[src/rtl/prof_pkg.sv]
// Shared definitions for the cycle profiler slice.
//   CNT_W_DEF / DEPTH_DEF : default measurement width and result FIFO depth
//   N_MEAS_W              : width of the saturating measurement counter
//   state_t               : profiler FSM state encoding
package prof_pkg;

  localparam int unsigned CNT_W_DEF = 32;
  localparam int unsigned DEPTH_DEF = 4;
  localparam int unsigned N_MEAS_W  = 16;

  typedef enum logic {
    IDLE = 1'b0,
    RUN  = 1'b1
  } state_t;

endpackage

[src/rtl/prof_fifo.sv]
// Synchronous show-ahead FIFO for completed measurements.
//   clk, rst : clock, asynchronous active-high reset
//   clr      : synchronous flush (empties the FIFO)
//   push/din : write request and data; accepted when not full, or when a pop
//              in the same cycle frees the head slot
//   pop      : read request; ignored while empty
//   dout     : head entry (zero while empty)
//   empty/full
module prof_fifo #(
  parameter int unsigned WIDTH = 32,
  parameter int unsigned DEPTH = 4,
  parameter int unsigned PTR_W = 2
) (
  input  logic             clk,
  input  logic             rst,
  input  logic             clr,
  input  logic             push,
  input  logic [WIDTH-1:0] din,
  input  logic             pop,
  output logic [WIDTH-1:0] dout,
  output logic             empty,
  output logic             full
);

  logic [WIDTH-1:0] mem [DEPTH];
  logic [PTR_W:0]   wr_ptr;
  logic [PTR_W:0]   rd_ptr;
  logic             do_push;
  logic             do_pop;

  // Extra MSB on each pointer distinguishes full from empty when the
  // index bits coincide.
  assign empty   = (wr_ptr == rd_ptr);
  assign full    = (wr_ptr[PTR_W] != rd_ptr[PTR_W]) &&
                   (wr_ptr[PTR_W-1:0] == rd_ptr[PTR_W-1:0]);
  assign do_pop  = pop && !empty;
  assign do_push = push && (!full || do_pop);

  always_ff @(posedge clk or posedge rst) begin
    if (rst) begin
      wr_ptr <= '0;
      rd_ptr <= '0;
    end else if (clr) begin
      wr_ptr <= '0;
      rd_ptr <= '0;
    end else begin
      if (do_push) wr_ptr <= wr_ptr + (PTR_W+1)'(1);
      if (do_pop)  rd_ptr <= rd_ptr + (PTR_W+1)'(1);
    end
  end

  always_ff @(posedge clk) begin
    if (do_push && !clr) mem[wr_ptr[PTR_W-1:0]] <= din;
  end

  assign dout = empty ? '0 : mem[rd_ptr[PTR_W-1:0]];

endmodule

[src/rtl/cycle_profiler.sv]
// Measures elapsed cycles between start/stop pulses using an external
// free-running cycle count, buffering results in a small FIFO.
//   clk, rst            : clock, asynchronous active-high reset
//   cycle_cnt           : free-running cycle count (may wrap)
//   start, stop         : single-cycle interval markers
//   clr                 : synchronous clear of FIFO, overflow, n_meas, FSM
//   res_valid/res_data  : FIFO head, show-ahead; res_ready pops it
//   busy                : interval in progress
//   overflow            : sticky, a result was dropped on a full FIFO
//   n_meas              : saturating count of completed measurements
module cycle_profiler
  import prof_pkg::*;
#(
  parameter int unsigned CNT_W = CNT_W_DEF,
  parameter int unsigned DEPTH = DEPTH_DEF,
  parameter int unsigned PTR_W = 2
) (
  input  logic                clk,
  input  logic                rst,
  input  logic [CNT_W-1:0]    cycle_cnt,
  input  logic                start,
  input  logic                stop,
  input  logic                clr,
  output logic                res_valid,
  output logic [CNT_W-1:0]    res_data,
  input  logic                res_ready,
  output logic                busy,
  output logic                overflow,
  output logic [N_MEAS_W-1:0] n_meas
);

  state_t           state, state_nxt;
  logic [CNT_W-1:0] t_start, t_start_nxt;
  logic [CNT_W-1:0] elapsed;
  logic             do_push;
  logic             do_pop;
  logic             fifo_empty;
  logic             fifo_full;

  // Modulo subtraction gives the right interval across counter wrap.
  assign elapsed = cycle_cnt - t_start;

  always_ff @(posedge clk or posedge rst) begin
    if (rst) begin
      state   <= IDLE;
      t_start <= '0;
    end else begin
      state   <= state_nxt;
      t_start <= t_start_nxt;
    end
  end

  always_comb begin
    state_nxt   = state;
    t_start_nxt = t_start;
    do_push     = 1'b0;
    if (clr) begin
      state_nxt   = IDLE;
      t_start_nxt = '0;
    end else begin
      unique case (state)
        IDLE: begin
          if (start) begin
            t_start_nxt = cycle_cnt;
            state_nxt   = RUN;
          end
        end
        RUN: begin
          // start together with stop closes this interval and opens the next
          if (stop) begin
            do_push = 1'b1;
            if (!start) state_nxt = IDLE;
          end
          if (start) t_start_nxt = cycle_cnt;
        end
        default: state_nxt = IDLE;
      endcase
    end
  end

  assign res_valid = !fifo_empty;
  assign do_pop    = res_valid && res_ready;
  assign busy      = (state == RUN);

  prof_fifo #(
    .WIDTH (CNT_W),
    .DEPTH (DEPTH),
    .PTR_W (PTR_W)
  ) u_fifo (
    .clk   (clk),
    .rst   (rst),
    .clr   (clr),
    .push  (do_push),
    .din   (elapsed),
    .pop   (do_pop),
    .dout  (res_data),
    .empty (fifo_empty),
    .full  (fifo_full)
  );

  always_ff @(posedge clk or posedge rst) begin
    if (rst) begin
      overflow <= 1'b0;
      n_meas   <= '0;
    end else if (clr) begin
      overflow <= 1'b0;
      n_meas   <= '0;
    end else if (do_push) begin
      // a simultaneous pop frees the slot, so only a true full drops
      if (fifo_full && !do_pop) overflow <= 1'b1;
      if (n_meas != '1) n_meas <= n_meas + N_MEAS_W'(1);
    end
  end

endmodule

[config.mk]
export PLATFORM = sky130hd
export DESIGN_NAME = cycle_profiler
export DESIGN_NICKNAME = d
export VERILOG_FILES = /design/src/rtl/prof_pkg.sv /design/src/rtl/prof_fifo.sv /design/src/rtl/cycle_profiler.sv
export SDC_FILE = /design/constraint.sdc
export NUM_CORES = 1
export LEC_CHECK = 0
export ABC_CLOCK_PERIOD_IN_PS = 6860
export CAP_MARGIN = 5
export CORE_MARGIN = 1.5
export CORE_UTILIZATION = 25
export DETAILED_ROUTE_END_ITERATION = 10
export PLACE_DENSITY = 0.51
export SYNTH_ARGS = -nofsm -noshare
export SYNTH_HDL_FRONTEND = slang
export SYNTH_SLANG_ARGS = --single-unit
[constraint.sdc]
create_clock -name clk -period 6.86 [get_ports clk]
set_input_delay 1.029 -clock clk [delete_from_list [all_inputs] [get_ports clk]]
set_output_delay 1.029 -clock clk [all_outputs]
set_load 0.005 [all_outputs]
==> impl_metrics.yaml, run 1 <==
grt:
  antenna_found_initial: 1
  grtUsageMet3: 0.0269
  grt_use_met2: 0.180
  grt_util_met1: 0.158
  grt_pass1_wl_mm: 33.6
  groute.usage.overall: 0.116
  grt.busiest_layer: "met2"
  grt_pass1_vias: 5824
  globalRoute.totalOverflow: 0
  grt_max_degree: 64
job:
  drv_cap: 0
worst_setup_path:
  cp.buffers_inverters: 2
  cp_slowest_stage_delay_ns: 0.48
  worstPathMaxFanout: 5
  cp.required_ns: 7.09
  start_kind: "input pin"
  crit_type: "input pin to flop"
  endpoint_kind: "flop"
  cp_top_family: "compound AO/OA/AOI/OAI gates"
  crit_chain: "clkdlybuf4s50_1 > inv_1 > ha_1 > fa_1 > and2b_1 > o2111ai_2 > a21boi_4 > a21oi_1 > o311a_1 > o31ai_2 > xor2_1"
  slowest_stage: "clkdlybuf4s50_1"
  crit_arrival_ns: 3.95
synthesis:
  synth.cell_area_mm2: 0.00918
  synthFlopType: "edfxtp_1"
  ys_seq_elements: 184
  synth-simple-area-share: 0.107
  yosysWarnings: 0
  avgSynthCellArea_um2: 12.8
  synth_adder_area_share: 0.0526
  yosysSeqAreaShare: 0.571
  synth_xor_area_frac: 0.0429
  synth_top_family_by_area: "multiplexers"
  synth-compound-area-share: 0.0771
  syn_nets: 795
  synth_cell_types: 49
  syn_inst: 719
  synth-edff-count: 128
  async_flop_share: 0.304
  synthMuxAreaShare: 0.117
sta:
  worst_pin_slew_ns: 1.10
  fin_setup_tns_ns: 0
  relSlewSlack: 0.267
  fmax_ghz: 0.269
  min_period_ns: 3.71
  whs_ns: 0.510
  final-hold-violation-count: 0
  drv_slew: 0
  finalClockSkew_ns: 0.0160
  setup_violations: 0
  period_share: 0.541
  rsz0062_at_grt: "no"
drt:
  via_per_inst: 4.43
  routed_wl_mm: 21.2
  num_vias: 5704
  drt_iter0_drc: 416
  dr.pass1.iters: 4
  wl_per_cell_um: 16.5
  route.detailed.drc: 0
  postRouteAntennaNets: 0
clock_network:
  postCtsSetupBuffers: 0
  cts_resized: 0
  postCtsHoldBufs: 0
  htree_levels: 4
  root_buffer: "clkbuf_16"
  cts-buffers-inserted: 17
  clock-sinks: 184
  cts_tree: "done"
  clk_pin_slew_worst_paths_ns: 0.07
  clock_latency_ns: 0.43
  cts_buffer_depth: 2
hold_path:
  min_path_type: "flop to flop"
finish:
  utilization: 0.308
  area_growth_pct: 21.8
  fill_cells: 3613
  fin_nets: 881
  layout-drive-gt1-share: 0.105
  final_cells: 1287
power:
  switchingPower_mw: 0.743
  irDropWorstVdd_uv: 153
  p_seq_frac: 0.462
  leakage_nw: 4.06
  finalPower_mw: 2.74
  p_int_mw: 2.00
  power_density_mw_per_mm2: 245
  clkPwrFrac: 0.356
  p_comb_frac: 0.182
  switching_share: 0.271
floorplanning:
  core_area_mm2: 0.0363
  pin_count: 89
  fp.dieW_um: 195
  die_y_um: 195
  row_count: 70
  start_util: 0.253
  dieArea_mm2: 0.0379
place:
  gp_congestion: 0.786
  dp_hpwl_mm: 14.4
  place_inst: 1254
  numPortBuffers: 88
outcome:
  status: "completed"
==> worst reg2reg max path, cell delays in order, from the launching register on <==
cell and delay, ns:
dfrtp_1 0.39, ha_1 0.22, fa_1 0.41, and2b_1 0.24
o2111ai_2 0.16, a21boi_4 0.24, a21oi_1 0.10, o311a_1 0.43
o31ai_2 0.30, xor2_1 0.29
==> routing by layer <==
metal / vias up / share of wire / wire length, um
met5: - / 0 / 0
met3: 15 / 0.048 / 1020
met2: 114 / 0.46 / 9780
met1: 2788 / 0.48 / 10100
li1: 2787 / - / -
met4: 0 / 0.012 / 261
==> final cells by class <==
type                       count  area (um^2)  share of cell area
sequential                   184         5250               0.469
multi-input combinational    458         3640               0.326
timing repair buffer          97          938              0.0839
tap                          468          586              0.0524
clock buffer                  17          425              0.0380
inverter                      47          176              0.0158
clock inverter                15          163              0.0145
antenna                        1         2.50            0.000224
==> cells by family after synthesis <==
kind of cell    after synthesis
xor+xnor                     45
compound gates              107
flops                       184
mux                          67
simple gates                201
fa+ha+maj                    38
buf+inv                      77
==> sequential cells by signal, summed over array words and instances, names as in the netlist <==
| signal | flops |
|---|---|
| n_meas | 16 |
| overflow | 1 |
| busy | 1 |
| u_fifo.wr_ptr | 3 |
| u_fifo.rd_ptr | 3 |
| t_start | 32 |
| u_fifo.mem | 128 |
==> metrics by stage <==
stage	cell area, um^2	setup slack [ns]
after floorplan	9180	2.65
after global placement	10600	2.78
after detailed placement	10600	2.70
after CTS	11200	3.08
after global routing	11200	3.00
final	11200	3.15
==> placed cells by master, fill, tap and decap left out, types with 14 or more instances in the layout <==
| cell type | n |
|---|---|
| edfxtp_1 | 128 |
| clkdlybuf4s50_1 | 86 |
| nor2_1 | 74 |
| dfrtp_1 | 55 |
| inv_1 | 46 |
| ha_1 | 37 |
| a21oi_1 | 36 |
| mux2i_1 | 35 |
| nand2_1 | 34 |
| nor2b_1 | 33 |
| mux4_2 | 32 |
| xnor2_1 | 24 |
| xor2_1 | 21 |
| clkbuf_16 | 17 |
| nand3_1 | 16 |
| o21ai_0 | 14 |
| a21o_1 | 14 |
==> path summary, 6_finish.rpt <==
path / endpoint / slack (ns) / from / cells past startpoint
min in group asynchronous: t_start[25] / 1.14 / rst / 3
max: u_fifo.mem[0][30] / 3.15 / cycle_cnt[0] / 11
max reg2reg: u_fifo.mem[0][30] / 3.90 / t_start[0] / 9
min: overflow / 0.51 / overflow / 2
min reg2reg: overflow / 0.51 / overflow / 2
max in group asynchronous: u_fifo.rd_ptr[0] / 5.16 / rst / 3
==> synth_stat cells (3+ instances only) <==
master / n / area (um^2)
nand2_1: 34 / 128
o21ai_1: 10 / 50.1
a211oi_1: 3 / 22.5
and4_1: 5 / 43.8
nand4_1: 7 / 43.8
xor2_1: 21 / 184
o21a_1: 4 / 30.0
a31oi_1: 3 / 18.8
and3_1: 7 / 43.8
a21oi_1: 36 / 180
and2_1: 4 / 25.0
nand2b_1: 4 / 25.0
mux4_2: 32 / 721
nor2_1: 74 / 278
nor2b_1: 33 / 206
mux2i_1: 35 / 350
clkbuf_1: 24 / 90.1
nand3_1: 16 / 80.1
dfrtp_1: 56 / 1400
o211ai_1: 7 / 52.6
xnor2_1: 24 / 210
o21ai_0: 14 / 70.1
edfxtp_1: 128 / 3840
nor3_1: 4 / 20.0
buf_2: 6 / 30.0
inv_1: 47 / 176
a21o_1: 14 / 105
or3_1: 6 / 37.5
ha_1: 37 / 463
==> power groups by stage <==
stage | clock network, mW | registers, mW | logic (mW)
6_report | 0.975 | 1.27 | 0.499
5_1_grt | 1.05 | 1.27 | 0.557
4_1_cts | 1.01 | 1.27 | 0.511
3_5_place_dp | 0 | 1.29 | 0.509
3_3_place_gp | 0 | 1.29 | 0.507
2_1_floorplan | 0 | 1.29 | 0.315
No activity file was read; power rests on OpenSTA's default activity.
==> run 2, diff against run 1 <==
--- a/config.mk
+++ b/config.mk
@@ -5,12 +5,12 @@
 export SDC_FILE = /design/constraint.sdc
 export NUM_CORES = 1
 export LEC_CHECK = 0
-export ABC_CLOCK_PERIOD_IN_PS = 6860
+export ABC_CLOCK_PERIOD_IN_PS = 3400
 export CAP_MARGIN = 5
 export CORE_MARGIN = 1.5
 export CORE_UTILIZATION = 25
 export DETAILED_ROUTE_END_ITERATION = 10
-export PLACE_DENSITY = 0.51
+export PLACE_DENSITY = 0.53
 export SYNTH_ARGS = -nofsm -noshare
 export SYNTH_HDL_FRONTEND = slang
 export SYNTH_SLANG_ARGS = --single-unit
==> constraint.sdc (replaced) <==
create_clock -name clk -period 3.4 [get_ports clk]
set_input_delay 0.51 -clock clk [delete_from_list [all_inputs] [get_ports clk]]
set_output_delay 0.51 -clock clk [all_outputs]
set_load 0.005 [all_outputs]
==> run 2 against run 1 <==
Clock-buffer cell count unchanged. Critical path depth unchanged. Largest power group unchanged. Non-clock buffer count up 13. Clock skew up 0.0025 ns.
==> impl_metrics.yaml, run 2 (same netlist as run 1, synthesis figures left out) <==
worst_setup_path:
  worstPathMaxFanout: 4
  rrSetupSlack_ns: 0.49
  cp_slowest_stage_delay_ns: 0.47
  cp.required_ns: 3.63
  slowest_stage: "clkdlybuf4s50_1"
  worstRegToRegCells: 9
  r2r_start: "t_start[0]"
  critPathLaunch: "cycle_cnt[0]"
  endpoint_kind: "flop"
  r2r_end: "u_fifo.mem[3][30]"
  crit_arrival_ns: 3.36
  cp-endpoint: "u_fifo.mem[3][30]"
  crit_type: "input pin to flop"
  crit_chain: "clkdlybuf4s50_1 > inv_1 > ha_1 > fa_1 > and2b_1 > o2111ai_2 > a21boi_4 > a21oi_1 > o311a_1 > o31ai_2 > xor2_1"
  start_kind: "input pin"
power:
  finalPower_mw: 5.59
  irDropWorstVdd_uv: 254
  leakage_nw: 4.16
  power_density_mw_per_mm2: 492
place:
  gp_congestion: 0.785
  dp_hpwl_mm: 15.0
  numPortBuffers: 88
  place_inst: 1267
  place_area_mm2: 0.0108
sta:
  drv_slew: 0
  period_share: 0.922
  fmax_ghz: 0.319
  worst_pin_slew_ns: 1.04
  final-hold-violation-count: 0
  min_period_ns: 3.13
  setup_violations: 0
  finalClockSkew_ns: 0.0185
  rsz0062_at_grt: "no"
  relSlewSlack: 0.303
finish:
  final_cells: 1300
  layout-drive-gt1-share: 0.120
  largest_reg_flops: 128
  area_growth_pct: 23.8
  multi_input_area_mm2: 0.00365
  final_common_cell: "edfxtp_1"
  regArea_mm2: 0.00525
  fin_nets: 894
  finalInstanceArea_mm2: 0.0114
  fill_cells: 3605
  final_cell_mix: "edfxtp_1 (128), clkdlybuf4s50_1 (86), nor2_1 (74), dfrtp_1 (55), inv_1 (46)"
clock_network:
  clock-sinks: 184
  cts_resized: 0
  clock_latency_ns: 0.44
  root_buffer: "clkbuf_16"
  postCtsSetupBuffers: 0
  cts_buffer_depth: 2
  cts_tree: "done"
  cts-buffers-inserted: 17
  clk_pin_slew_worst_paths_ns: 0.08
  htree_levels: 4
  postCtsHoldBufs: 0
grt:
  grt_max_degree: 34
  groute.usage.overall: 0.116
  globalRoute.totalOverflow: 0
  grt_pass1_wl_mm: 33.7
  grt_pass1_vias: 5890
  antenna_found_initial: 2
drt:
  postRouteAntennaNets: 0
  via_per_inst: 4.36
  drt_iter0_drc: 322
  dr.pass1.iters: 5
  wl_per_cell_um: 16.2
  route.detailed.drc: 0
  routed_wl_mm: 21.0
  num_vias: 5673
floorplanning:
  fp.dieW_um: 195
  core_area_mm2: 0.0363
  dieArea_mm2: 0.0379
  start_util: 0.253
  row_count: 70
  pin_count: 89
  die_y_um: 195
job:
  drv_cap: 0
hold_path:
  min_path_type: "input pin to asynchronous set/reset pin"
outcome:
  status: "completed"
==> run 2: changes by cell type in the layout (fill, tap and decap cells not counted), sizes merged <==
cell,before,now
inv,55,57
diode,1,2
buf,11,24
clkinvlp,2,0
clkinv,4,3
==> run 2: critical path, delay by kind of cell <==
family,cells,cell delay [ns]
AND/OR/NAND/NOR,1,0.24
AO/OA/AOI/OAI,5,1.15
XOR/XNOR,1,0.31
adder cells (fa/ha/maj),2,0.61
buffers and inverters,2,0.52
==> run 2: metrics by stage <==
stage / setup TNS [ns] / utilization / setup WS (ns) / hold slack [ns]
after CTS: 0 / 0.313 / 0.305 / 0.527
after global placement: -0.373 / 0.297 / -0.0837 / 0.503
after global routing: 0 / 0.313 / 0.183 / 0.539
after detailed placement: -1.02 / 0.297 / -0.166 / 0.508
after floorplan: 0 / - / 0.476 / 0.486
final: 0 / 0.313 / 0.266 / 0.496
==> run 2: power by group <==
group	switching, mW	total [mW]	internal (mW)	leakage (nW)
Clock	0.935	1.98	1.04	0.288
Combinational	0.556	1.05	0.491	1.96
Sequential	0.0308	2.56	2.53	1.91
==> run 2: worst min path at each step <==
stage | start | endpoint | slack (ns) | cells past startpoint
after CTS | t_start[14] | t_start[14] | 0.53 | 2
after global placement | t_start[25] | t_start[25] | 0.50 | 2
final | rst | n_meas[1] | 0.50 | 2
after floorplan | overflow | overflow | 0.49 | 2
after global routing | t_start[14] | t_start[14] | 0.54 | 2
after detailed placement | t_start[14] | t_start[14] | 0.51 | 2
==> run 2: layer usage <==
| metal | routed length [um] | track usage | up-vias |
|---|---|---|---|
| li1 | - | - | 2814 |
| met1 | 9910 | 0.156 | 2752 |
| met2 | 9740 | 0.183 | 96 |
| met3 | 1150 | 0.0314 | 11 |
| met4 | 214 | 0.0347 | 0 |
| met5 | 0 | 0 | - |
==> run 2: final cells by class <==
type,count,area share
Antenna cell,2,0.000440
Clock inverter,14,0.0136
Sequential cell,184,0.462
Multi-Input combinational cell,458,0.321
Timing Repair Buffer,110,0.0988
Inverter,47,0.0155
Tap cell,468,0.0515
Clock buffer,17,0.0374
==> RTL edit: new RTL, config.mk and constraints of run 2 <==
Reset style: synchronous (`rst`), changed in 3 clocked blocks. Comments in the files are not updated.
--- a/src/rtl/prof_fifo.sv
+++ b/src/rtl/prof_fifo.sv
@@ -36,7 +36,7 @@
   assign do_pop  = pop && !empty;
   assign do_push = push && (!full || do_pop);
 
-  always_ff @(posedge clk or posedge rst) begin
+  always_ff @(posedge clk) begin
     if (rst) begin
       wr_ptr <= '0;
       rd_ptr <= '0;
--- a/src/rtl/cycle_profiler.sv
+++ b/src/rtl/cycle_profiler.sv
@@ -40,7 +40,7 @@
   // Modulo subtraction gives the right interval across counter wrap.
   assign elapsed = cycle_cnt - t_start;
 
-  always_ff @(posedge clk or posedge rst) begin
+  always_ff @(posedge clk) begin
     if (rst) begin
       state   <= IDLE;
       t_start <= '0;
@@ -98,7 +98,7 @@
     .full  (fifo_full)
   );
 
-  always_ff @(posedge clk or posedge rst) begin
+  always_ff @(posedge clk) begin
     if (rst) begin
       overflow <= 1'b0;
       n_meas   <= '0;
Check against the original RTL: differs if rst is asserted again (counterexample within 4 cycles, from zero or initial values and one cycle with rst high); with rst held inactive, the same outputs for 4 cycles.
==> RTL edit against run 2 <==
- wire length shrank 7.2%
- cell count shrank 0.46%
- worst setup slack gained 1.9 ps
- synthesized area shrank 3.1%
- final area shrank 1.6%
- total power shrank 10%
- sequential cell count grew 2
- global-route usage shrank 0.56 points
- critical path type unchanged
- highest routed layer unchanged
==> RTL edit: results (changes against run 2) <==
stage,metric,value,unit,change
outcome,status,finished clean,,unchanged
setup_path,reg2reg_to,u_fifo.mem[1][31],,was u_fifo.mem[3][30]
layout,multi_input_area_share,32.2,%,was 32.1%
timing,clock_skew,12.6,ps,was 18.5 ps
layout,multi_input_gates,450,,was 458
global_routing,antenna_found_initial,0,,was 2
yosys,syn_inst,708,,was 719
setup_path,reg2reg_from,t_start[2],,was t_start[0]
routing,drt-initial-drc-count,244,,was 322
power,switchingPower,0.00119,W,was 0.00152 W
global_routing,grt_max_degree,35,,was 34
power,p_per_area,449,nW/um^2,was 492 nW/um^2
routing,met3_length,825,um,was 1150 um
layout,layout.nonclk_buf_share,11.1,%,was 9.88%
layout,n_all_inverters,46,,was 47
hold_path,min_from,overflow,,
routing,firstDrtPassIters,4,,was 5
yosys,ys_seq_area_share,56.2,%,was 57.1%
yosys,synth_common_cells,"edfxtp_1, nor2_1, dfxtp_1, inv_1",,"was edfxtp_1, nor2_1, dfrtp_1, inv_1, ha_1"
setup_path,rrSetupSlack,540,ps,was 490 ps
power,p_seq,0.00251,W,was 0.00256 W
power,peakVddDrop,0.254,mV,about the same
hold_path,hp-class,reg2reg,,was in2async
global_routing,grt_pass1_wl,31100,um,was 33700 um
timing,hold_slack,481,ps,was 496 ps
setup_path,r2r_cells,10,,was 9
place,place_congestion,0.803,,was 0.785
routing,vias,5585,,was 5673
layout,seq_cells,186,,was 184
timing,slew_headroom,29.8,%,was 30.3%
power,leakage,3.82,nW,was 4.16 nW
layout,clkCellAreaFrac,5.27,%,was 5.11%
place,postPlaceCellArea,10600,sq um,was 10800 sq um
yosys,synth_cell_types,50,,was 49
layout,nets,902,,was 894
yosys,synth.area.top_cells,"edfxtp_1, dfxtp_1, mux4_2",,"was edfxtp_1, dfrtp_1, mux4_2"
yosys,synthXorXnorAreaFrac,4.23,%,was 4.29%
layout,nNonClkBuffers,125,,was 110
layout,ff_latch_area,5010,sq um,was 5250 sq um
layout,drive_gt1_share,13.7,%,was 12.0%
place,dp_slack,-200,ps,was -166 ps
place,place_inst,1262,,was 1267
yosys,syn_nets,784,,was 795
routing,avgViaCountPerCell,4.32,,was 4.36
yosys,synth_compound_area_share,8.39,%,was 7.71%
yosys,synthArstFlopShare,0,%,was 30.4%
## RTL edit: cell types whose count changed in the layout (fill, tap and decap cells not counted), moves of 5 or more
cell      change
a21o_1        +7
buf_4        +15
dfrtp_1      -55
dfxtp_1      +57
nand2_1      -11
nand3_1       -5
nor2_1        +6
o211ai_1      -5
o21ai_0       +5
o21ai_1      -10
xor2_1        -6
## RTL edit: how the worst max path moves through the flow
stage / startpoint / end / slack, ps
after floorplan: cycle_cnt[0] / u_fifo.mem[0][30] / 630
after global placement: cycle_cnt[0] / u_fifo.mem[0][28] / -110
after detailed placement: cycle_cnt[0] / u_fifo.mem[1][28] / -200
after CTS: flop / res_data[26] / 210
after global routing: cycle_cnt[0] / u_fifo.mem[0][28] / 50
final: cycle_cnt[0] / u_fifo.mem[2][28] / 270
## RTL edit: metal layers
layer / vias up / track usage, %
li1: 2830 / -
met1: 2656 / 14.2
met2: 84 / 18.2
met3: 15 / 3.03
met4: 0 / 3.16
met5: - / 0
